<file path="src/rtl/npu_cube_add_csa_pipe.sv">
// npu_cube_add_csa_pipe
// Level-4 carry-save compression stage of the NPU cube adder tree.
// Each lane compresses one (sum, carry, cc) triple with a row of 3:2
// counters and a top half adder. The result is registered behind a
// valid/ready handshake. The stage also provides a per-lane mask, a
// saturating accepted-beat counter and a synchronous clear.
// Optional build macro: NPU_CUBE_ADD_RESOLVE_EN adds out_res, which is
// out_sum + (out_cay << 3) resolved per lane.
module npu_cube_add_csa_pipe #(
  parameter int unsigned LANES = 4,
  parameter int unsigned IN_W  = 10,
  parameter int unsigned CNT_W = 16
) (
  input  logic                        clk,
  input  logic                        rst_n,
  input  logic                        clr,
  input  logic [LANES-1:0]            lane_en,
  input  logic                        in_valid,
  output logic                        in_ready,
  input  logic [LANES*(IN_W+1)-1:0]   in_sum,
  input  logic [LANES*IN_W-1:0]       in_cay,
  input  logic [LANES*IN_W-1:0]       in_cc,
  output logic                        out_valid,
  input  logic                        out_ready,
  output logic [LANES*(IN_W+2)-1:0]   out_sum,
  output logic [LANES*IN_W-1:0]       out_cay,
  output logic [CNT_W-1:0]            beat_cnt
`ifdef NPU_CUBE_ADD_RESOLVE_EN
  ,
  output logic [LANES*(IN_W+4)-1:0]   out_res
`endif
);

  localparam int unsigned SW = IN_W + 2;
  localparam int unsigned RW = IN_W + 4;

  logic                      accept;
  logic [LANES*SW-1:0]       nxt_sum;
  logic [LANES*IN_W-1:0]     nxt_cay;
`ifdef NPU_CUBE_ADD_RESOLVE_EN
  logic [LANES*RW-1:0]       nxt_res;
`endif

  assign in_ready = ~out_valid | out_ready;
  assign accept   = in_valid & in_ready & ~clr;

  for (genvar k = 0; k < LANES; k++) begin : g_lane
    logic [IN_W:0]   s;
    logic [IN_W-1:0] a;
    logic [IN_W-1:0] c;
    logic [SW-1:0]   ps;
    logic [IN_W-1:0] pc;

    assign s = in_sum[k*(IN_W+1) +: IN_W+1];
    assign a = in_cay[k*IN_W +: IN_W];
    assign c = in_cc[k*IN_W +: IN_W];

    // The two low sum bits have no partner at their weight and pass straight through.
    assign ps[1:0] = s[1:0];

    for (genvar i = 0; i < IN_W - 1; i++) begin : g_fa
      assign ps[i+2] = s[i+2] ^ c[i] ^ a[i];
      assign pc[i]   = (s[i+2] & c[i]) | (s[i+2] & a[i]) | (c[i] & a[i]);
    end

    assign ps[IN_W+1] = c[IN_W-1] ^ a[IN_W-1];
    assign pc[IN_W-1] = c[IN_W-1] & a[IN_W-1];

    assign nxt_sum[k*SW +: SW]     = lane_en[k] ? ps : '0;
    assign nxt_cay[k*IN_W +: IN_W] = lane_en[k] ? pc : '0;

`ifdef NPU_CUBE_ADD_RESOLVE_EN
    // The carry vector sits three bit positions above the sum vector.
    assign nxt_res[k*RW +: RW] = RW'(nxt_sum[k*SW +: SW])
                               + (RW'(nxt_cay[k*IN_W +: IN_W]) << 3);
`endif
  end

  // Output register, handshake state and saturating beat counter; clr overrides everything.
  always_ff @(posedge clk or negedge rst_n) begin
    if (!rst_n) begin
      out_valid <= 1'b0;
      out_sum   <= '0;
      out_cay   <= '0;
      beat_cnt  <= '0;
`ifdef NPU_CUBE_ADD_RESOLVE_EN
      out_res   <= '0;
`endif
    end else if (clr) begin
      out_valid <= 1'b0;
      out_sum   <= '0;
      out_cay   <= '0;
      beat_cnt  <= '0;
`ifdef NPU_CUBE_ADD_RESOLVE_EN
      out_res   <= '0;
`endif
    end else begin
      if (accept) begin
        out_valid <= 1'b1;
        out_sum   <= nxt_sum;
        out_cay   <= nxt_cay;
`ifdef NPU_CUBE_ADD_RESOLVE_EN
        out_res   <= nxt_res;
`endif
      end else if (out_ready) begin
        out_valid <= 1'b0;
      end
      if (accept && (beat_cnt != '1)) begin
        beat_cnt <= beat_cnt + 1'b1;
      end
    end
  end

endmodule

</file>
<file path="config.mk">
export PLATFORM = sky130hd
export DESIGN_NAME = npu_cube_add_csa_pipe
export DESIGN_NICKNAME = d
export VERILOG_FILES = /design/src/rtl/npu_cube_add_csa_pipe.sv
export SDC_FILE = /design/constraint.sdc
export NUM_CORES = 1
export LEC_CHECK = 0
export ABC_CLOCK_PERIOD_IN_PS = 1900
export CAP_MARGIN = 15
export CORE_MARGIN = 4
export CORE_UTILIZATION = 35
export CTS_CLUSTER_DIAMETER = 120
export DETAILED_ROUTE_END_ITERATION = 10
export PLACE_DENSITY = 0.74
export SYNTH_ARGS = -nofsm -noshare
export SYNTH_HDL_FRONTEND = slang
export SYNTH_SLANG_ARGS = --single-unit
</file>
<file path="constraint.sdc">
create_clock -name clk -period 1.9 [get_ports clk]
set_input_delay 0.19 -clock clk [delete_from_list [all_inputs] [get_ports clk]]
set_output_delay 0.19 -clock clk [all_outputs]
set_load 0.01 [all_outputs]
</file>
==> results of run 1 <==
==> area by class of cell <==
| type | count | area (um2) | share of cell area |
|---|---|---|---|
| Sequential cell | 105 | 2630 | 0.3255 |
| Tap cell | 176 | 220.2 | 0.02726 |
| Timing Repair Buffer | 279 | 2765 | 0.3423 |
| Inverter | 8 | 30.03 | 0.003717 |
| Multi-Input combinational cell | 207 | 2112 | 0.2614 |
| Clock buffer | 11 | 242.7 | 0.03004 |
| Clock inverter | 5 | 78.83 | 0.009757 |
==> worst paths after layout <==
kind / to / cells past startpoint
min in group clk: out_sum[0] / 2
hold reg to reg: out_cay[34] / 1
max in group asynchronous: beat_cnt[0] / 3
setup / recovery: beat_cnt[15] / 5
hold / removal: out_cay[3] / 2
setup reg to reg: beat_cnt[15] / 5
==> sequential cells by signal, indices dropped and copies added, names as in the netlist <==
signal and cells:
beat_cnt 16, out_cay 40, out_sum 48, out_valid 1
==> cell usage after synthesis (4+ instances only) <==
cell type and n:
inv_1 8, clkbuf_1 8, nand2_1 4, nand3_1 6
dfrtp_1 105, ha_1 5, a311oi_1 4, and2_0 4
nor2_1 5, a31oi_1 4, nor3_1 4, nand4_1 6
fa_1 36, a22o_1 88, a31o_2 5, a21oi_1 5
buf_2 10
==> power by group through the flow <==
| stage | combinational (mW) | sequential [mW] | clock (mW) |
|---|---|---|---|
| floorplan | 0.244 | 2.47 | 0 |
| global placement | 0.994 | 2.42 | 0 |
| detailed placement | 1.01 | 2.42 | 0 |
| CTS | 1.02 | 2.38 | 2.05 |
| global route | 1.10 | 2.39 | 2.13 |
| finish | 1.00 | 2.38 | 1.99 |
==> cells by family (layout without fill, tap and decap cells) <==
family                     Yosys count  after routing
muxes                                2              2
DFF                                105            105
and+or+nand+nor                     43             43
AOI/OAI and AO/OA                  121            121
buffers and inverters               29            303
adders and majority gates           41             41
==> metrics by stage <==
stage / cell area, um2 / hold slack [ns] / util / instances / TNS, ns
after floorplan: 4847 / -0.1056 / - / 341 / 0
after global placement: 7737 / 0.1747 / 0.5774 / 774 / 0
after detailed placement: 7737 / 0.1803 / 0.5774 / 774 / -0.03181
after CTS: 8073 / 0.3347 / 0.6024 / 791 / 0
after global routing: 8079 / 0.3736 / 0.6029 / 791 / -0.3069
final: 8079 / 0.3311 / 0.6029 / 791 / 0
==> timing repair <==
| item | 4_1_cts | 5_1_grt |
|---|---|---|
| setup endpoints to repair | 3 | 15 |
| hold endpoints to repair | 32 | 0 |
| pin swaps | 0 | 1 |
| resized for setup | 1 | 2 |
| hold buffers | 1 | 0 |
==> metal layers <==
metal	up-vias	wire [um]	track usage	share of wire
li1	1849	-	-	-
met1	2092	6191	0.2475	0.41
met2	189	7463	0.3219	0.50
met3	18	1069	0.04904	0.071
met4	0	232	0.06441	0.016
met5	-	0	0	0
==> critical path: stages (launching register included) <==
cell and delay [ns]:
dfrtp_2 0.39, ha_4 0.14, nand4_1 0.20, or4b_4 0.60, and4_4 0.22, a211o_1 0.23
==> placed cells by master (no fill, tap or decap), drive strengths merged, types with 2 or more instances in the layout <==
cell type / n
a31o: 5
nor2b: 2
o41ai: 3
nand4: 6
o311ai: 3
dfrtp: 105
or4: 3
fa: 36
and4: 3
buf: 41
nor3: 4
nand3: 6
clkbuf: 11
clkinv: 3
bufinv: 2
clkdlybuf4s50: 237
ha: 5
a311oi: 4
a22o: 88
a31oi: 4
mux2: 2
nor4: 2
nor2: 5
inv: 8
a21oi: 5
nand2: 4
and2: 4
o31ai: 3
==> results.yml, run 1 <==
outcome:
  status: "finished, final reports clean"
global_routing:
  grt_max_degree: 47
  antenna_found_initial: 0
  grt_pass1_vias: 4674
  grt_usage: 0.1935
  grt_first_pass_wirelength_um: 24630
  grt.overflow.total: 0
place:
  port-buffer-count: 238
  place_hpwl_um: 11580
  place_congestion: 0.8904
  dpl_worst_slack_ns: -0.03181
die:
  coreArea_um2: 13400
  start_util: 0.3606
  die_y_um: 125.5
  dieWidth_um: 125.5
  floorplan.die_area_um2: 15750
  rows: 42
  pin_count: 239
yosys:
  mappedNetlistNets: 515
  synth_top_family_by_area: "compound AO/OA/AOI/OAI gates"
  ys_warn_count: 0
  synth-compound-area-share: 0.2115
  synth_seq_area_share: 0.5438
  ys_types: 38
  synth-edff-count: 0
  synth-seq-cells: 105
  synth_flop_cell: "dfrtp_1"
  synth_top_area_share: 0.5438
  syn_inst: 341
  synthAdderAreaFrac: 0.1621
  synth_area_leaders: "dfrtp_1 54%, a22o_1 16%, fa_1 15%"
  synth.avg_cell_area_um2: 14.17
  synth_top_area_cell: "dfrtp_1"
  synth_area_um2: 4832
  synthSimpleGateAreaFrac: 0.05256
  async_flop_share: 1.000
  synthMuxAreaShare: 0.004661
  synth_xor_area_frac: 0
final_layout:
  nets: 784
  n_antenna_cell: 0
  drive_above_1_share: 0.1154
  area_growth_pct: 67.19
  nFillCells: 1059
power:
  swShare: 0.2360
  p_total_mw: 5.381
  powerDensity_nw_per_um2: 666.1
  cellLeakagePower_nw: 3.456
  clkPwrFrac: 0.371
  power.switching_mw: 1.270
  combPwrFrac: 0.187
  p_int_mw: 4.111
  irDropWorstVdd_v: 0.0003569
  seq_power_share: 0.443
worst_setup_path:
  r2r_slack_ns: 0.009
  cp_max_fo: 7
  required_ns: 2.13
  cp-start-kind: "flop"
  endpoint_kind: "flop"
  crit_path_start: "beat_cnt[1]"
  r2r-start: "beat_cnt[1]"
  cp.arrival_ns: 2.12
  worstSetupPathType: "reg -> reg"
clock_tree:
  cts_root_buf: "clkbuf_16"
  clk_path_buf_depth: 2
  numCtsBuffers: 9
  clkLatencyLatePin_ns: 0.34
  cts_tree: "yes"
  cts-htree-levels: 3
  cts_setup_buffers: 0
  clk_pin_slew_worst_paths_ns: 0.07
  cts_sinks: 105
routing:
  drtIter0Drc: 221
  avgViaCountPerCell: 5.244
  drc: 0
  wl_per_cell_um: 18.91
  firstDrtPassIters: 4
  routed_wl_um: 14960
  ant_nets: 0
  vias: 4148
worst_hold_path:
  hp-class: "in -> async"
sta:
  max_slew.worst_pin.slew_ns: 0.4730
  period_share: 0.9954
  final_max_slew_viol_count: 0
  fin_skew_ns: 0.002516
  post-route-min-period_ns: 1.891
  rsz0062_at_grt: "true"
  setup_slack_ns: 0.008696
  fmax_mhz: 528.7
  max_slew_margin: 0.6818
  final_hold_viol_count: 0
  setup_violations: 0
job:
  cap_violations: 0
No activity file was read; power rests on OpenSTA's default activity.
==> run 2, diff against run 1 <==
Settings changed: CORE_ASPECT_RATIO set to 1.5.
==> run 2 against run 1 <==
  * Power rose by 1.4%
  * Cell area is essentially flat
  * Global-route usage up 0.52 points
  * Sequential power barely moved
  * Die area increased by 0.24%
  * Clock power grew 3%
  * Clock skew grew 0.0074 ns
  * Non-clock buffer count decreased by 3
  * Wire length rose by 4.5%
  * Sequential share of layout area hardly changed
==> results.yml, run 2 (synthesis results as in run 1) <==
outcome:
  status: "finished, final reports clean"
die:
  pin_count: 239
  start_util: 0.3571
  floorplan.die_area_um2: 15790
  coreArea_um2: 13530
  dieWidth_um: 103.9
  die_y_um: 151.9
  rows: 52
worst_setup_path:
  worstSetupPathType: "reg -> reg"
  cp_max_fo: 12
  required_ns: 2.12
  endpoint_kind: "flop"
  cp-start-kind: "flop"
  cp.arrival_ns: 2.10
routing:
  drc: 0
  routed_wl_um: 15630
  ant_nets: 0
  wl_met3_um: 1175
  firstDrtPassIters: 4
  vias: 4190
  m1WireLength_um: 5622
  top_layer: "met4"
  drtIter0Drc: 150
  wl_per_cell_um: 20.20
  avgViaCountPerCell: 5.413
  wl_met2_um: 8531
sta:
  setup_slack_ns: 0.02406
  final_hold_viol_count: 0
  final_max_slew_viol_count: 0
  period_share: 0.9873
  max_slew.worst_pin.slew_ns: 0.5179
  setup_violations: 0
  fmax_mhz: 533.1
  setup_tns_ns: 0
  post-route-min-period_ns: 1.876
  fin_skew_ns: 0.009879
  max_slew_margin: 0.6516
final_layout:
  layout_common_cells: "237 x clkdlybuf4s50_1, 103 x dfrtp_1, 88 x a22o_1"
  reg_top3: "out_sum (48), out_cay (40), beat_cnt (16)"
  instances_no_fill: 774
  largest_reg_flops: 48
  area_growth_pct: 67.06
  top_register: "out_sum"
  final_common_cell: "clkdlybuf4s50_1"
  n_antenna_cell: 0
  fin_util: 0.5965
  nets: 781
  drive_above_1_share: 0.1111
place:
  dp.cells: 757
  place_congestion: 0.8767
  place_hpwl_um: 12120
  port-buffer-count: 238
  dpl_worst_slack_ns: 0.01259
clock_tree:
  cts_setup_buffers: 0
  numCtsBuffers: 9
  cts-htree-levels: 3
  clk_path_buf_depth: 2
  cts_tree: "yes"
  clkLatencyLatePin_ns: 0.34
  clk_pin_slew_worst_paths_ns: 0.07
  cts_root_buf: "clkbuf_16"
  cts_sinks: 105
power:
  powerDensity_nw_per_um2: 675.9
  p_total_mw: 5.456
  irDropWorstVdd_v: 0.0003895
  cellLeakagePower_nw: 3.453
global_routing:
  grt_pass1_vias: 4559
  grt_first_pass_wirelength_um: 25070
  antenna_found_initial: 0
  grt_max_degree: 52
  grt.overflow.total: 0
  grt_usage: 0.1986
job:
  cap_violations: 0
worst_hold_path:
  hp-class: "in -> async"
-- run 2: final timing paths --
path                             start           end  slack (ns)  cells after the start
max                        beat_cnt[1]  beat_cnt[11]        0.02                      6
min in group clk             in_sum[0]    out_sum[0]        0.45                      2
min reg2reg                out_sum[33]   out_sum[33]        0.50                      1
min                              rst_n   out_sum[45]        0.35                      2
max in group asynchronous        rst_n   out_sum[36]        0.90                      3
max reg2reg                beat_cnt[1]  beat_cnt[11]        0.02                      6
-- run 2: where the power goes --
| part | leakage (nW) | internal (mW) | total, mW | switching (mW) |
|---|---|---|---|---|
| clock network | 0.165 | 1.21 | 2.05 | 0.844 |
| logic | 1.85 | 0.599 | 1.02 | 0.422 |
| registers | 1.44 | 2.33 | 2.38 | 0.0544 |
-- run 2: metal layers --
layer  vias to the layer above  global-route usage
li1                       1840                   -
met1                      2136              0.2226
met2                       191              0.3606
met3                        23             0.06027
met4                         0             0.06020
met5                         -                   0
-- run 2: final cells by class --
| class | count | area (um2) |
|---|---|---|
| clock inverter | 6 | 97.59 |
| multi-input combinational | 207 | 2106 |
| inverter | 8 | 30.03 |
| timing repair buffer | 276 | 2768 |
| clock buffer | 10 | 239.0 |
| sequential | 105 | 2630 |
| tap | 162 | 202.7 |
| fill | 1082 | 5460 |
-- run 2: timing repair --
action                                 in CTS  in global routing
hold buffers                                1                  0
endpoints found under the hold margin      30                  0
resized for setup                           0                  1
setup endpoints to repair                   0                  7
-- run 2: worst max-delay path, stage by stage (launching register included) --
cell	delay (ns)
dfrtp_2	0.39
ha_4	0.14
nand4_1	0.18
nor4b_1	0.44
buf_4	0.25
nor3_1	0.08
a221o_1	0.28
-- run 2: stage by stage --
stage               hold WS, ns  instance area, um2
finish                   0.3487                8073
global route             0.3693                8073
CTS                      0.3316                8069
detailed placement       0.1709                7722
global placement         0.1671                7722
floorplan               -0.1056                4847
